`src/rtl/scan_decoder_if.sv`:
```
// Bus bundle for scan_decoder: control/config inputs and registered decode outputs.
// master drives the controls, slave is the decoder itself.
interface scan_decoder_if #(
  parameter int SEL_W   = 3,
  parameter int DWELL_W = 8
);
  localparam int OUT_W = 1 << SEL_W;

  logic               en_i;
  logic               mode_i;
  logic [SEL_W-1:0]   sel_i;
  logic [SEL_W-1:0]   scan_last_i;
  logic [DWELL_W-1:0] dwell_i;
  logic [OUT_W-1:0]   out_o;
  logic [SEL_W-1:0]   idx_o;
  logic               wrap_o;

  modport master (
    output en_i, mode_i, sel_i, scan_last_i, dwell_i,
    input  out_o, idx_o, wrap_o
  );

  modport slave (
    input  en_i, mode_i, sel_i, scan_last_i, dwell_i,
    output out_o, idx_o, wrap_o
  );
endinterface

```
`src/rtl/scan_decoder.sv`:
```
// Registered one-hot decoder with direct select or auto-scan over 0..scan_last, dwell+1 cycles per step.
// All outputs are registered: one clk edge from inputs to out/idx/wrap; no backpressure.
module scan_decoder #(
  parameter int SEL_W   = 3,
  parameter int DWELL_W = 8
) (
  input  logic          clk,
  input  logic          rst,
  scan_decoder_if.slave bus
);
  localparam int OUT_W = 1 << SEL_W;

  logic [SEL_W-1:0]   idx_q, idx_d;
  logic [DWELL_W-1:0] cnt_q, cnt_d;
  logic [OUT_W-1:0]   out_q, out_d;
  logic               wrap_q, wrap_d;

  always_comb begin
    idx_d  = idx_q;
    cnt_d  = cnt_q;
    out_d  = '0;
    wrap_d = 1'b0;
    if (bus.en_i) begin
      if (!bus.mode_i) begin
        idx_d = bus.sel_i;
        cnt_d = '0;
      end else if (cnt_q < bus.dwell_i) begin
        cnt_d = cnt_q + DWELL_W'(1);
      end else begin
        cnt_d = '0;
        // Explicit wrap so a lowered scan_last or a full-range scan never counts past the limit.
        if (idx_q >= bus.scan_last_i) begin
          idx_d  = '0;
          wrap_d = 1'b1;
        end else begin
          idx_d = idx_q + SEL_W'(1);
        end
      end
      out_d[idx_d] = 1'b1;
    end
  end

  always_ff @(posedge clk or posedge rst) begin
    if (rst) begin
      idx_q  <= '0;
      cnt_q  <= '0;
      out_q  <= '0;
      wrap_q <= 1'b0;
    end else begin
      idx_q  <= idx_d;
      cnt_q  <= cnt_d;
      out_q  <= out_d;
      wrap_q <= wrap_d;
    end
  end

  assign bus.out_o  = out_q;
  assign bus.idx_o  = idx_q;
  assign bus.wrap_o = wrap_q;
endmodule

```
`src/flat_wrapper.sv`:
```
// flat-port wrapper written by rule: the top's interface ports become plain ports
module scan_decoder_flat 
#(
  parameter int SEL_W   = 3,
  parameter int DWELL_W = 8
)
  (clk, rst, bus_en_i, bus_mode_i, bus_sel_i, bus_scan_last_i, bus_dwell_i, bus_out_o, bus_idx_o, bus_wrap_o);
  scan_decoder_if #(.SEL_W(SEL_W), .DWELL_W(DWELL_W)) bus_i ();
  input  logic clk;
  input  logic rst;
  input wire logic [$bits(bus_i.en_i)-1:0] bus_en_i;
  input wire logic [$bits(bus_i.mode_i)-1:0] bus_mode_i;
  input wire logic [$bits(bus_i.sel_i)-1:0] bus_sel_i;
  input wire logic [$bits(bus_i.scan_last_i)-1:0] bus_scan_last_i;
  input wire logic [$bits(bus_i.dwell_i)-1:0] bus_dwell_i;
  output wire logic [$bits(bus_i.out_o)-1:0] bus_out_o;
  output wire logic [$bits(bus_i.idx_o)-1:0] bus_idx_o;
  output wire logic [$bits(bus_i.wrap_o)-1:0] bus_wrap_o;
  assign bus_i.en_i = bus_en_i;
  assign bus_i.mode_i = bus_mode_i;
  assign bus_i.sel_i = bus_sel_i;
  assign bus_i.scan_last_i = bus_scan_last_i;
  assign bus_i.dwell_i = bus_dwell_i;
  assign bus_out_o = bus_i.out_o;
  assign bus_idx_o = bus_i.idx_o;
  assign bus_wrap_o = bus_i.wrap_o;
  scan_decoder #(.SEL_W(SEL_W), .DWELL_W(DWELL_W)) u_core (.clk(clk), .rst(rst), .bus(bus_i));
endmodule
```
`config.mk`:
```
export PLATFORM = sky130hd
export DESIGN_NAME = scan_decoder_flat
export DESIGN_NICKNAME = d
export VERILOG_FILES = /design/src/rtl/scan_decoder_if.sv /design/src/rtl/scan_decoder.sv /design/src/flat_wrapper.sv
export SDC_FILE = /design/constraint.sdc
export NUM_CORES = 1
export LEC_CHECK = 0
export CAP_MARGIN = 20
export CELL_PAD_IN_SITES_DETAIL_PLACEMENT = 1
export CELL_PAD_IN_SITES_GLOBAL_PLACEMENT = 1
export CORE_ASPECT_RATIO = 1.1
export CORE_MARGIN = 10
export CORE_UTILIZATION = 40
export DETAILED_ROUTE_END_ITERATION = 8
export GPL_ROUTABILITY_DRIVEN = 1
export PLACE_DENSITY_LB_ADDON = 0.1
export RECOVER_POWER = 50
export SETUP_SLACK_MARGIN = 0.1
export SLEW_MARGIN = 20
export SYNTH_ARGS = -nofsm -noshare
export SYNTH_HDL_FRONTEND = slang
export SYNTH_SLANG_ARGS = --single-unit
```
`constraint.sdc`:
```
create_clock -name clk -period 4.92 [get_ports clk]
set_input_delay 1.476 -clock clk [delete_from_list [all_inputs] [get_ports clk]]
set_output_delay 1.476 -clock clk [all_outputs]
set_load 0.01 [all_outputs]
```
* After elaboration in Yosys (flattened, before gate mapping)
Cells that the tools add are included.
Cells by class: equality and inequality tests 0, reduce and logical (&&, ||, !) cells 1, multiplexer cells 13, bitwise logic cells 0, multipliers 0, order comparisons 4, div/mod/pow operators 0, add/sub/neg operators 2, shifts and indexed selects 0
Operator list (count):
- 8-bit 2-to-1 mux | 3
- 3-bit 2-to-1 mux | 4
- 8-bit by 1-bit adder with 8-bit output, second input constant | 1
- 8-bit less-than comparator | 1
- 1-bit 2-to-1 mux | 5
- 3-bit by 4-bit less-than comparator with 1-bit output, second input constant | 1
- 3-bit by 1-bit adder with 3-bit output, second input constant | 1
- 1-bit demux with 3-bit select | 1
- 3-bit by 1-bit >= comparator with 1-bit output, second input constant | 1
- 3-bit >= comparator | 1
- 1-bit logical AND | 1
Storage, ports and cells: bits of input ports 18, bits in read-only memories 0, register bits after elaboration 20, logic and storage cells 24, bits in writable memories 0, memories 0, bits in latches 0, output and inout bits 12

* Depth between registers and ports, before layout
Gate-level depths: netlist (run 1).
depth after elaboration 10, depth in mapped cells 9, depth with buffers taken out 8

* Worst setup path before layout (run 1)
Ideal clock, no wire load.
kind input port to flip-flop, start point in bus_dwell_i[2], end point reg u_core.idx_q[1] (netlist: u_core.bus.idx_o[1]), setup slack 1.807 ns, arrival 2.988 ns, cell stages on the path 8, setup time 0.125 ns, required time 4.795 ns, cell sequence inv_1 ha_1 a211o_1 a31oi_2 o21ai_2 a31oi_2 a21oi_2 mux2_2
Between the ends: word-level cells in the longest chain between the ends 4
Ends and longest elaborated chain:
- start: declaration | RTL line flat_wrapper.sv:15 | input wire logic [$bits(bus_i.dwell_i)-1:0] bus_dwell_i;
- 8-bit less-than comparator | RTL line scan_decoder.sv:27 | end else if (cnt_q < bus.dwell_i) begin
- 3-bit 2-to-1 mux | RTL line scan_decoder.sv:27
- 3-bit 2-to-1 mux | RTL line scan_decoder.sv:24 | if (!bus.mode_i) begin
- 3-bit 2-to-1 mux | RTL line scan_decoder.sv:23 | if (bus.en_i) begin
- end signal: assignment | RTL line scan_decoder.sv:50 | idx_q <= idx_d;
- end: declaration | RTL line scan_decoder.sv:13 | logic [SEL_W-1:0] idx_q, idx_d;
Every way passes these cells. The select of a mux whose other input is x is not followed. A chain may end at the register's enable or synchronous reset.

* Final worst setup path (run 1)
start point in bus_dwell_i[2], end point reg u_core.cnt_q[4]
Between the ends: word-level cells in the longest chain between the ends 3
Ends and longest elaborated chain:
- 8-bit less-than comparator | RTL line scan_decoder.sv:27
- 8-bit 2-to-1 mux | RTL line scan_decoder.sv:27
- 8-bit 2-to-1 mux | RTL line scan_decoder.sv:24
- end signal: assignment | RTL line scan_decoder.sv:51 | cnt_q <= cnt_d;
- end: declaration | RTL line scan_decoder.sv:14 | logic [DWELL_W-1:0] cnt_q, cnt_d;
Every way passes these cells.

==> key figures, run 1 <==
Timing
  – Final TNS setup: 0 ps
  – Part of the cycle the worst path needs: 72.0%
  – Setup ws final: 1380 ps
  – Final count of hold timing violations: 0
  – Worst Skew: 3.92 ps
  – Clock period minus worst slack: 3540 ps
  – Final Max Tran Viols: 0
  – FMAX: 282 MHz
  – Final setup fails: 0
  – Slew HR: 48.2%
  – Worst-margin pin slew: 776 ps
  – Unrepaired setup endpoints after global routing: no

Yosys
  – Cells after Synth: 116
  – Synth warn: 0
  – Syn Area/Cell: 10.6 µm²
  – Synth Register Bits: 20
  – Register area share after synthesis: 40.7%
  – Post-Syn Nets: 146
  – Cell variety after synth: 40
  – Syn Std Cell Area: 1230 µm²

Cells and area
  – Ratio of cells with drive above 1 in the final layout: 13.7%
  – Antenna cells: 0
  – Footprint of the multi-input gates: 666 µm²
  – Synth-to-layout area growth: 30.2%
  – Fill count: 339
  – Final non-filler cell total: 180
  – Nets@finish: 177
  – FF/Latch Area: 500 µm²
  – Core Util, Final: 53.4%

Drt
  – Drc violations: 0
  – Detail Route Antenna Nets: 0
  – Via count: 999
  – Met3 WL: 191 µm
  – Met2 wire len: 1640 µm
  – Drt first pass iters: 4
  – Max Used Layer: met4
  – Wire per inst: 17.1 µm
  – Vias per Instance: 5.55
  – Met1 WL: 1230 µm
  – DR iter-0 viols: 28
  – Drt total wl: 3080 µm

Setup path
  – Crit path kind: primary input to flip-flop
  – Top delay family on crit path: compound AO/OA/AOI/OAI gates
  – Max FO, Critical Path: 12
  – CP endpoint kind: flip-flop
  – CP required: 5160 ps
  – Critical path arrival: 3780 ps
  – Buf+Inv Stages, Crit Path: 2
  – Max stage delay on crit path: 460 ps
  – Slowest cell on crit path: clkdlybuf4s50_1
  – Crit start category: primary input
  – CP Cell Sequence: clkdlybuf4s50_1, inv_1, ha_1, a211o_1, a31oi_2, o2111ai_1, o21ai_0, nand2_1, o21ai_1

GRT
  – Global route total overflow: 0
  – Number of global-route vias before repair: 1,088
  – Initial antenna violation count: 0
  – Global-route wire length before repair: 5260 µm
  – Gr usage total: 11.4%
  – Largest net degree at the start of global routing: 21

Die
  – Core area: 3000 µm²
  – I/O pins: 30
  – Die Area: 5690 µm²
  – Row count: 21
  – Die Ht: 78.1 µm
  – Die Wd: 72.8 µm
  – Starting Density: 41.0%

Placed design
  – Inst Count DP: 176
  – IO buf count: 29
  – RD Place Congestion: 0.726
  – Hpwl dp: 2540 µm
  – Post-Place Worst Slack: 1020 ps

Job
  – MaxCap Viol Count: 0

Min path
  – Hold crit path type: flip-flop to flip-flop

Power and ir drop
  – PnR Total Power: 0.000426 W
  – Leakage power: 0.767 nW
  – Maximum VDD drop: 0.155 mV
  – PD cells: 266 nW/µm²

CTS
  – PostCTS Resize Cnt: 0
  – Worst-Skew Late Latency: 300 ps
  – Root Driver: clkbuf_4
  – Hold_buf cts: 0
  – CTS Buf Count: 3
  – CTS Sinks: 20
  – Htree depth: 1
  – # Post-CTS Setup Buffers: 0
  – TritonCTS clock tree: built
  – Bufs on Longest Clock Path: 2
  – CTS clk-pin slew, worst paths: 120 ps

Run status
  – Status: complete, no violations
synthesized netlist by cell type, drive strengths merged:
master    n  area share [%]
o221ai    1             1.2
a31o      1            0.71
a21oi     3             1.8
a221oi    1             1.2
inv      13             4.0
o22ai     1             1.0
xnor2     1            0.71
a21o      3             1.8
o2bb2ai   3             2.1
dfrtp    20              41
o21ai    10             4.7
nor2b     1            0.51
a211o     1            0.71
and4      4             2.9
nand2     4             1.2
a31oi     3             3.1
o211a     1            0.81
nor2      3            0.92
nand3     2            0.81
nand4b    1            0.71
o2111ai   2             1.9
and3      4             2.4
mux2      2             1.8
nand2b    5             2.5
buf       1            0.41
o31ai     1            0.61
and2      1            0.71
ha       12              12
xor2      1            0.71
nor3      5             2.0
mux2i     1            0.81
o21a      1            0.71
a211oi    1            0.61
clkbuf    2            0.71
where the power goes:
group          switching, W  total (W)  internal, W
Sequential        0.0000104   0.000185     0.000174
Combinational     0.0000534   0.000106    0.0000528
Clock             0.0000526   0.000135    0.0000823
final timing paths:
check                                            start                               to  slack [ps]  cells past startpoint
setup / recovery                        bus_dwell_i[2]      u_core.cnt_q[4]$_DFFE_PP0P_        1380                      9
hold / removal             u_core.cnt_q[7]$_DFFE_PP0P_      u_core.cnt_q[7]$_DFFE_PP0P_         510                      1
setup reg to reg           u_core.cnt_q[5]$_DFFE_PP0P_      u_core.cnt_q[4]$_DFFE_PP0P_        2620                      7
hold reg to reg            u_core.cnt_q[7]$_DFFE_PP0P_      u_core.cnt_q[7]$_DFFE_PP0P_         510                      1
max in group asynchronous                          rst  u_core.bus.idx_o[0]$_DFFE_PP0P_        2700                      2
min in group asynchronous                          rst      u_core.cnt_q[1]$_DFFE_PP0P_        1730                      2
routing by layer:
layer	vias up	track usage, %
met3	2	3.40
met2	18	20.3
met4	0	3.42
li1	493	-
met1	486	12.4
met5	-	0
through the flow:
step | hold slack, ps | cell area, µm²
after detailed placement | 501 | 1550
after floorplan | 449 | 1230
after global placement | 499 | 1550
final | 509 | 1600
after global routing | 550 | 1600
after CTS | 518 | 1600
cell families after synthesis:
group / after synthesis / share of synthesized area [%]
adders and majority gates: 12 / 12.2
DFF: 20 / 40.7
and+or+nand+nor: 30 / 14.8
xor gates and xnor gates: 2 / 1.43
buffers and inverters: 16 / 5.09
AOI/OAI and AO/OA: 33 / 23.1
muxes: 3 / 2.65
final cells by class:
cell class / instances / share of cell area (%)
Tap cell: 34 / 2.66
Multi-Input combinational cell: 80 / 41.6
Timing Repair Buffer: 29 / 18.1
Clock buffer: 3 / 1.41
Inverter: 13 / 3.05
Clock inverter: 1 / 1.88
Sequential cell: 20 / 31.3
placed cells by master (no fill, tap or decap), types with 2 or more instances in the layout:
cell,instances
nor3_1,5
dfrtp_1,20
and3_1,3
mux2_2,2
a31oi_2,3
a21oi_2,2
o21ai_2,2
o2bb2ai_1,3
nand2b_1,5
clkbuf_4,3
o21ai_0,6
dlygate4sd3_1,7
ha_1,12
nor2_1,3
clkdlybuf4s50_1,22
nand3_1,2
and4_1,4
inv_1,13
o21ai_1,2
nand2_1,4
a21o_1,3
state kept, by name, summed over array words and instances (netlist names):
register / count
u_core.bus.out_o: 8
u_core.bus.idx_o: 3
u_core.cnt_q: 8
u_core.bus.wrap_o: 1
(Power assumes the default switching activity.)
==> inputs of run 2 (changes only) <==
CORE_UTILIZATION = 34   (was 40)
clock period = 3.1 ns   (was 4.92 ns; I/O delays follow)
==> key figures, run 2 (same netlist as run 1, synthesis figures left out) <==
Timing
  – Final TNS setup: 0 ps (unchanged)
  – FMAX: 348 MHz
  – Worst-margin pin slew: 769 ps (-7.04 ps)
  – Part of the cycle the worst path needs: 92.7%
  – Clock period minus worst slack: 2870 ps
  – Unrepaired setup endpoints after global routing: yes
  – Final Max Tran Viols: 0 (unchanged)
  – Slew HR: 48.7% (+0.47 points)
  – Final setup fails: 0 (unchanged)
  – Final count of hold timing violations: 0 (unchanged)
  – Worst Skew: 6.30 ps (+2.38 ps)

Die
  – Die Area: 6420 µm² (+13%)
  – Die Wd: 77.3 µm (+6.1%)
  – Core area: 3410 µm² (+14%)
  – I/O pins: 30 (unchanged)
  – Row count: 22 (+4.8%)
  – Starting Density: 36.0% (-5.0 points)
  – Die Ht: 83.1 µm (+6.3%)

Power and ir drop
  – Maximum VDD drop: 0.198 mV (+28%)
  – Sw power: 0.000195 W (+67%)
  – Clock Power Share: 31.2% (-0.5 points)
  – Switch share: 28.1% (+0.70 points)
  – PD cells: 413 nW/µm² (+55%)
  – Seq pwr share: 42.1% (-1.3 points)
  – Comb pwr share: 26.7% (+1.8 points)
  – Internal power: 0.000500 W (+62%)
  – Leakage power: 0.799 nW (+4.2%)

CTS
  – Hold_buf cts: 0 (unchanged)
  – Root Driver: clkbuf_4
  – CTS Buf Count: 3 (unchanged)
  – # Post-CTS Setup Buffers: 0 (unchanged)
  – CTS clk-pin slew, worst paths: 120 ps (about the same)
  – Bufs on Longest Clock Path: 2 (unchanged)
  – PostCTS Resize Cnt: 0 (unchanged)
  – Worst-Skew Late Latency: 310 ps (about the same)
  – Htree depth: 1 (unchanged)
  – TritonCTS clock tree: built
  – CTS Sinks: 20 (unchanged)

GRT
  – Initial antenna violation count: 0 (unchanged)
  – Global-route wire length before repair: 5800 µm (+10%)
  – Number of global-route vias before repair: 1,192 (+9.6%)
  – Largest net degree at the start of global routing: 21 (unchanged)
  – Gr usage total: 10.7% (-0.66 points)
  – Global route total overflow: 0 (unchanged)

Setup path
  – Crit start category: primary input
  – CP endpoint kind: flip-flop
  – CP required: 3300 ps (-1860 ps)
  – Crit path kind: primary input to flip-flop
  – Critical path arrival: 3070 ps (-710 ps)
  – Max FO, Critical Path: 5 (-7)

Cells and area
  – Most frequent cells in the layout: clkdlybuf4s50_1, dfrtp_1, inv_1, ha_1, dlygate4sd3_1
  – Design Area, Final: 1680 µm² (+5.2%)
  – Ratio of cells with drive above 1 in the final layout: 17.8% (+4.1 points)
  – Footprint of the multi-input gates: 687 µm² (+3.2%)
  – Antenna cells: 0 (unchanged)
  – Commonest non-fill, non-tap cell in the layout: clkdlybuf4s50_1
  – Synth-to-layout area growth: 37.1%
  – Core Util, Final: 49.3% (-4.1 points)
  – Fill count: 408 (+20%)
  – FF/Latch Area: 500 µm² (unchanged)
  – Nets@finish: 183 (+3.4%)

Min path
  – Hold crit path type: flip-flop to flip-flop

Run status
  – Status: complete, no violations

Drt
  – Drt first pass iters: 4 (unchanged)
  – Vias per Instance: 5.08 (-8.5%)
  – Via count: 1,016 (+1.7%)
  – Drc violations: 0 (unchanged)
  – Drt total wl: 3150 µm (+2.6%)
  – Wire per inst: 15.8 µm (-7.7%)
  – DR iter-0 viols: 27 (-3.6%)
  – Detail Route Antenna Nets: 0 (unchanged)

Placed design
  – Placed instance area: 1610 µm² (+4.0%)
  – Hpwl dp: 2570 µm (+1.2%)
  – RD Place Congestion: 0.760 (+4.8%)
  – IO buf count: 29 (unchanged)

Job
  – MaxCap Viol Count: 0 (unchanged)
## run 2: path summary, 6_finish.rpt
path,startpoint,to,slack [ps],cells past startpoint
worst max register to register,u_core.bus.idx_o[0]$_DFFE_PP0P_,u_core.bus.out_o[0]$_DFF_PP0_,870,8
worst min-delay path,u_core.cnt_q[7]$_DFFE_PP0P_,u_core.cnt_q[7]$_DFFE_PP0P_,510,1
max in group asynchronous,rst,u_core.cnt_q[5]$_DFFE_PP0P_,1430,2
worst max-delay path,bus_dwell_i[7],u_core.bus.idx_o[1]$_DFFE_PP0P_,230,10
worst min register to register,u_core.cnt_q[7]$_DFFE_PP0P_,u_core.cnt_q[7]$_DFFE_PP0P_,510,1
min in group asynchronous,rst,u_core.cnt_q[0]$_DFFE_PP0P_,1180,2
## run 2: final cells by class
type	instances	share of cell area (%)
Clock inverter	1	1.78
Clock buffer	3	1.34
Inverter	13	2.90
Multi-Input combinational cell	80	40.8
Tap cell	48	3.57
Timing Repair Buffer	35	19.9
Sequential cell	20	29.7
## run 2: power groups by stage
stage,logic (W),registers (W),clock network (W)
floorplan,0.0000956,0.000300,0
finish,0.000185,0.000293,0.000217
detailed placement,0.000178,0.000298,0
CTS,0.000180,0.000293,0.000224
global placement,0.000172,0.000298,0
global route,0.000207,0.000296,0.000233
## run 2: per-layer routing
layer  vias to the layer above  wire length [µm]  track usage, %
met1                       496              1390            12.7
li1                        499                 -               -
met3                         2               109            2.48
met5                         -                 0               0
met2                        19              1630            18.5
met4                         0                18            3.30
## run 2: worst max-delay path, cell delays in order
cell             delay, ps
clkdlybuf4s50_1        450
inv_1                   40
ha_1                   310
and2_4                 180
a221oi_2               250
buf_4                  180
o21ai_2                100
a31oi_4                220
a21oi_2                110
mux2_2                 300
## run 2: metrics by stage
stage	cells	setup slack (ps)	hold WS (ps)	power (W)
floorplan	116	533	449	0.000395
CTS	200	170	523	0.000697
global route	200	75.7	546	0.000737
finish	200	227	510	0.000695
global placement	196	-52.3	476	0.000470
detailed placement	196	-152	504	0.000476
==> inputs of run 3 (changes only) <==
--- a/config.mk
+++ b/config.mk
@@ -7,2 +7,3 @@
 export LEC_CHECK = 0
+export ABC_AREA = 1
 export CAP_MARGIN = 20
@@ -12,6 +13,6 @@
 export CORE_MARGIN = 10
-export CORE_UTILIZATION = 34
+export CORE_UTILIZATION = 32
 export DETAILED_ROUTE_END_ITERATION = 8
 export GPL_ROUTABILITY_DRIVEN = 1
-export PLACE_DENSITY_LB_ADDON = 0.1
+export PLACE_DENSITY = 0.71
 export RECOVER_POWER = 50
==> constraint.sdc (replaced) <==
create_clock -name clk -period 3.1 [get_ports clk]
set_input_delay 0.62 -clock clk [delete_from_list [all_inputs] [get_ports clk]]
set_output_delay 0.62 -clock clk [all_outputs]
set_load 0.01 [all_outputs]
==> key figures, run 3 <==
Die
  – I/O pins: 30 (unchanged)
  – Core area: 3630 µm² (+6.2%)
  – Die Area: 6610 µm² (+2.9%)
  – Starting Density: 33.1% (-2.9 points)
  – Die Wd: 78.4 µm (+1.4%)
  – Die Ht: 84.3 µm (+1.5%)
  – Row count: 23 (+4.5%)

Yosys
  – Compound-Gate Fraction of Synth Area: 8.02% (-15 points)
  – Asr flop ratio synth: 100% (unchanged)
  – Post-Synth Adder-Cell Area: 12.5% (+0.28 points)
  – Most frequent cell after synthesis: inv_1
  – Share of Yosys cell area claimed by the top area cell type: 41.7% (+0.93 points)
  – Post-synth EDFFs: 0 (unchanged)
  – Register area share after synthesis: 41.7% (+0.93 points)
  – Syn Std Cell Area: 1200 µm² (-2.2%)
  – Largest area contributor in the netlist: dfrtp_1
  – Largest family of logic cells by synthesized area: simple AND/OR/NAND/NOR gates
  – Synth warn: 0 (unchanged)
  – Top_reg_cell synth: dfrtp_1
  – Commonest cells in the netlist: inv_1, nand2_1, dfrtp_1
  – Synth Area in Simple Gates: 23.2% (+8.5 points)
  – Syn Area/Cell: 8.28 µm² (-22%)
  – Cells after Synth: 145 (+25%)
  – Post-Syn Nets: 175 (+20%)
  – Post-synthesis mux area share: 0.833% (-1.8 points)
  – Synth Register Bits: 20 (unchanged)
  – XOR/XNOR Fraction of Synth Area: 4.38% (+2.9 points)
  – Cell variety after synth: 23 (-43%)
  – Largest cells by area after synthesis: dfrtp_1, ha_1, inv_1

CTS
  – CTS Buf Count: 3 (unchanged)
  – PostCTS Resize Cnt: 0 (unchanged)
  – Bufs on Longest Clock Path: 2 (unchanged)
  – Worst-Skew Late Latency: 270 ps (-40 ps)
  – Hold_buf cts: 0 (unchanged)
  – TritonCTS clock tree: built
  – Root Driver: clkbuf_8
  – # Post-CTS Setup Buffers: 0 (unchanged)
  – CTS clk-pin slew, worst paths: 90 ps (-30 ps)
  – Htree depth: 1 (unchanged)
  – CTS Sinks: 20 (unchanged)

Timing
  – Worst Skew: 8.64 ps (+2.34 ps)
  – WHS: 556 ps (+45.7 ps)
  – Setup ws final: 785 ps (+558 ps)
  – Unrepaired setup endpoints after global routing: no
  – Final setup fails: 0 (unchanged)
  – Final Max Tran Viols: 0 (unchanged)
  – Part of the cycle the worst path needs: 74.7% (-18 points)
  – Worst-margin pin slew: 783 ps (+14.5 ps)
  – Slew HR: 47.7% (-0.97 points)
  – Final TNS setup: 0 ps (unchanged)
  – FMAX: 432 MHz (+24%)
  – Final count of hold timing violations: 0 (unchanged)
  – Clock period minus worst slack: 2320 ps (-558 ps)

Setup path
  – Crit path kind: primary input to flip-flop
  – Worst R2R Path Depth: 7 (-1)
  – CP Cell Sequence: clkdlybuf4s50_1, inv_1, ha_1, a21oi_1, o21a_1, nand2_4, inv_1, nand3_1, o22ai_1
  – Critical path arrival: 2480 ps (-590 ps)
  – CP endpoint kind: flip-flop
  – Critical Path Stages: 9 (-1)
  – Slowest cell on crit path: clkdlybuf4s50_1
  – Crit start category: primary input
  – Reg2reg setup slack: 1260 ps (+390 ps)
  – Worst Setup SP: bus_dwell_i[7]
  – Max FO, Critical Path: 8 (+3)
  – Buf+Inv Stages, Crit Path: 3 (unchanged)
  – Top delay family on crit path: compound AO/OA/AOI/OAI gates
  – Max stage delay on crit path: 460 ps (about the same)
  – Worst flop-to-flop path startpoint: u_core.cnt_q[7]$_DFFE_PP0P_
  – CP Capture Point: u_core.cnt_q[7]$_DFFE_PP0P_
  – CP required: 3270 ps (-30 ps)
  – FF-to-FF End: u_core.cnt_q[7]$_DFFE_PP0P_
  – Most frequent CP cell: inv_1

Drt
  – Drc violations: 0 (unchanged)
  – DR iter-0 viols: 16 (-41%)
  – Vias per Instance: 4.57 (-10%)
  – Detail Route Antenna Nets: 0 (unchanged)
  – Via count: 1,033 (+1.7%)
  – Drt first pass iters: 4 (unchanged)
  – Drt total wl: 3100 µm (-1.6%)
  – Wire per inst: 13.7 µm (-13%)

GRT
  – Largest net degree at the start of global routing: 21 (unchanged)
  – Global-route wire length before repair: 5540 µm (-4.4%)
  – Initial antenna violation count: 0 (unchanged)
  – Global route total overflow: 0 (unchanged)
  – Gr usage total: 9.96% (-0.73 points)
  – Number of global-route vias before repair: 1,159 (-2.8%)

Cells and area
  – Final non-filler cell total: 226 (+13%)
  – Core Util, Final: 44.6% (-4.7 points)
  – Most frequent cells in the layout: inv_1, nand2_1, clkdlybuf4s50_1, dfrtp_1, nor2_1
  – Antenna cells: 0 (unchanged)
  – Nets@finish: 207 (+13%)
  – Synth-to-layout area growth: 34.7%
  – Ratio of cells with drive above 1 in the final layout: 9.09% (-8.7 points)
  – Commonest non-fill, non-tap cell in the layout: inv_1

Power and ir drop
  – Maximum VDD drop: 0.212 mV (+7.1%)
  – PD cells: 444 nW/µm² (+7.6%)
  – Leakage power: 0.810 nW (+1.5%)

Run status
  – Status: complete, no violations

Placed design
  – RD Place Congestion: 0.790 (+3.9%)
  – Hpwl dp: 2530 µm (-1.5%)
  – Inst Count DP: 222 (+13%)
  – IO buf count: 29 (unchanged)
  – Post-Place Worst Slack: 496 ps (+647 ps)

Min path
  – Hold crit path type: flip-flop to flip-flop

Job
  – MaxCap Viol Count: 0 (unchanged)
run 3: worst min path at each step:
stage                                start                     endpoint  slack (ps)  depth (start not counted)
2_1_floorplan  u_core.cnt_q[0]$_DFFE_PP0P_  u_core.cnt_q[0]$_DFFE_PP0P_         500                          1
3_3_place_gp   u_core.cnt_q[0]$_DFFE_PP0P_  u_core.cnt_q[0]$_DFFE_PP0P_         510                          1
3_5_place_dp   u_core.cnt_q[0]$_DFFE_PP0P_  u_core.cnt_q[0]$_DFFE_PP0P_         560                          1
4_1_cts        u_core.cnt_q[0]$_DFFE_PP0P_  u_core.cnt_q[0]$_DFFE_PP0P_         570                          1
5_1_grt        u_core.cnt_q[0]$_DFFE_PP0P_  u_core.cnt_q[0]$_DFFE_PP0P_         600                          1
6_report       u_core.cnt_q[0]$_DFFE_PP0P_  u_core.cnt_q[0]$_DFFE_PP0P_         560                          1
run 3: cell families (layout without fill, tap and decap cells):
| logic type | count (synthesis) | in the layout |
|---|---|---|
| simple gates | 60 | 60 |
| buf+inv | 30 | 61 |
| compound gates | 16 | 16 |
| flops | 20 | 20 |
| fa+ha+maj | 12 | 12 |
| xor+xnor | 6 | 6 |
| mux | 1 | 1 |
run 3: power breakdown:
| group | total, W | switching [W] | internal [W] | leakage (nW) |
|---|---|---|---|---|
| Combinational | 0.000160 | 0.0000855 | 0.0000740 | 0.505 |
| Sequential | 0.000290 | 0.0000140 | 0.000276 | 0.270 |
| Clock | 0.000269 | 0.0000965 | 0.000173 | 0.0357 |
run 3: layout make-up:
class / instances / area, µm²
Fill cell: 452 / 2010
Timing Repair Buffer: 29 / 290
Multi-Input combinational cell: 95 / 588
Inverter: 28 / 105
Sequential cell: 20 / 500
Tap cell: 50 / 62.6
Clock inverter: 1 / 30.0
Clock buffer: 3 / 41.3
run 3: stage by stage:
| step | cell area, µm² | total power, W |
|---|---|---|
| 6_report | 1620 | 0.000719 |
| 5_1_grt | 1620 | 0.000761 |
| 4_1_cts | 1620 | 0.000723 |
| 3_5_place_dp | 1550 | 0.000457 |
| 3_3_place_gp | 1550 | 0.000449 |
| 2_1_floorplan | 1200 | 0.000386 |
run 3: routing by layer:
layer | track usage, % | vias up | wire (µm) | share of wire, %
li1 | - | 523 | - | -
met1 | 10.9 | 486 | 1300 | 42
met2 | 18.7 | 20 | 1660 | 53
met3 | 2.13 | 4 | 115 | 3.7
met4 | 2.45 | 0 | 25 | 0.81
met5 | 0 | - | 0 | 0
==> variant, RTL diff (config.mk and constraints of run 1) <==
`DWELL_W` is set to 8 in 3 places; all go to 6.
--- a/src/rtl/scan_decoder_if.sv
+++ b/src/rtl/scan_decoder_if.sv
@@ -4,3 +4,3 @@
   parameter int SEL_W   = 3,
-  parameter int DWELL_W = 8
+  parameter int DWELL_W = 6
 );
--- a/src/rtl/scan_decoder.sv
+++ b/src/rtl/scan_decoder.sv
@@ -4,3 +4,3 @@
   parameter int SEL_W   = 3,
-  parameter int DWELL_W = 8
+  parameter int DWELL_W = 6
 ) (
--- a/src/flat_wrapper.sv
+++ b/src/flat_wrapper.sv
@@ -4,3 +4,3 @@
   parameter int SEL_W   = 3,
-  parameter int DWELL_W = 8
+  parameter int DWELL_W = 6
 )
Interface: changed (resized bus_dwell_i); port bits go from 30 to 28. No check against the original RTL was run, so the function may have changed too.
==> variant against run 1 <==
  * Sequential share of layout area increased by 1.1 points
  * Total power shrank 16%
  * Routed wire length shrank 12%
  * Sequential cell count decreased by 2
  * Area after synthesis decreased by 14%
  * Final area shrank 13%
  * Worst setup slack improved by 14 ps
  * Critical path type unchanged
  * Highest routed layer unchanged
==> variant: results (changes against run 1) <==
- Number of sequential cells: 18 (-10%)
- Status: completed
- Metal2 WL: 1.43 mm (-13%)
- Post-route clock skew: 22.5 ps (+18.6 ps)
- Synth cell types: 37 (-7.5%)
- Slew HR: 53.7% (+5.4 points)
- Footprint of the multi-input gates: 547 µm² (-18%)
- Post-Syn Nets: 135 (-7.5%)
- Commonest cells in the netlist: 18 x dfrtp_1, 13 x inv_1, 10 x ha_1
- Synth top area cells: dfrtp_1 42%, ha_1 12%, inv_1 4.6%
- GRT Util Overall: 11.3% (-0.024 points)
- Multi-input combinational cell count: 74 (-7.5%)
- Tap Count: 31 (-8.8%)
- Synth-to-Final Area Change: 31.0%
- Fraction of layout cells with a size suffix above 1: 9.56% (-4.1 points)
- Worst-path fanout max: 13 (+1)
- Max Freq: 0.284 GHz (+0.39%)
- Initial DRC count: 27 (-3.6%)
- Met3 routed WL: 101 µm (-47%)
- Critical path's top delay family: simple AND/OR/NAND/NOR gates
- CP max-delay cell: or4b_4
- Grt met3 use: 3.06% (-0.34 points)
- GR Layer Usage met2: 20.8% (+0.52 points)
- Routed wire per std cell: 16.2 µm (-5.3%)
- Filler cells: 303 (-11%)
- Reg2Reg Depth: 6 (-1)
- Vias: 906 (-9.3%)
- Worst setup path start: bus_dwell_i[5]
- Worst EP arrival: 3740 ps (-40 ps)
- Final GP Congestion: 0.830 (+14%)
- Final #Nets: 163 (-7.9%)
- Slowest cell delay on critical path: 570 ps (+110 ps)
- Met1 Usage GRT: 11.6% (-0.79 points)
- Non-clock buffers: 27 (-6.9%)
- R2r setup slk: 2590 ps (-30 ps)
- DRT met1 WL: 1.10 mm (-11%)
- Max rail drop VDD: 202 µV (+31%)
- Psw: 108 µW (-7.5%)
- Largest net degree at the start of global routing: 19 (-9.5%)
- Number of global-route vias before repair: 991 (-8.9%)
[variant: changes by cell type after synthesis, moves of 3 or more]
cell,change
nand2_1,+3
nand2b_1,-4
a21oi_1,+5
nand4_1,+4
and4_1,-4
o2bb2ai_1,-3
[variant: cells by family after synthesis]
group	synth area share, %
compound gates	18.1
xor+xnor	1.65
fa+ha+maj	11.8
mux	2.00
flops	42.4
buf+inv	6.12
simple gates	17.9
[variant: metrics by stage]
| step | std cells | utilization [%] |
|---|---|---|
| 2_1_floorplan | 109 | - |
| 3_3_place_gp | 163 | 53.8 |
| 3_5_place_dp | 163 | 53.8 |
| 4_1_cts | 167 | 55.2 |
| 5_1_grt | 167 | 55.2 |
| 6_report | 167 | 55.2 |
[variant: power groups by stage]
stage          clock network, mW  registers [mW]  logic, mW
2_1_floorplan                  0           0.173     0.0518
3_3_place_gp                   0           0.171     0.0932
3_5_place_dp                   0           0.172     0.0968
4_1_cts                   0.0992           0.169     0.0976
5_1_grt                    0.107           0.170      0.107
6_report                  0.0950           0.168     0.0942
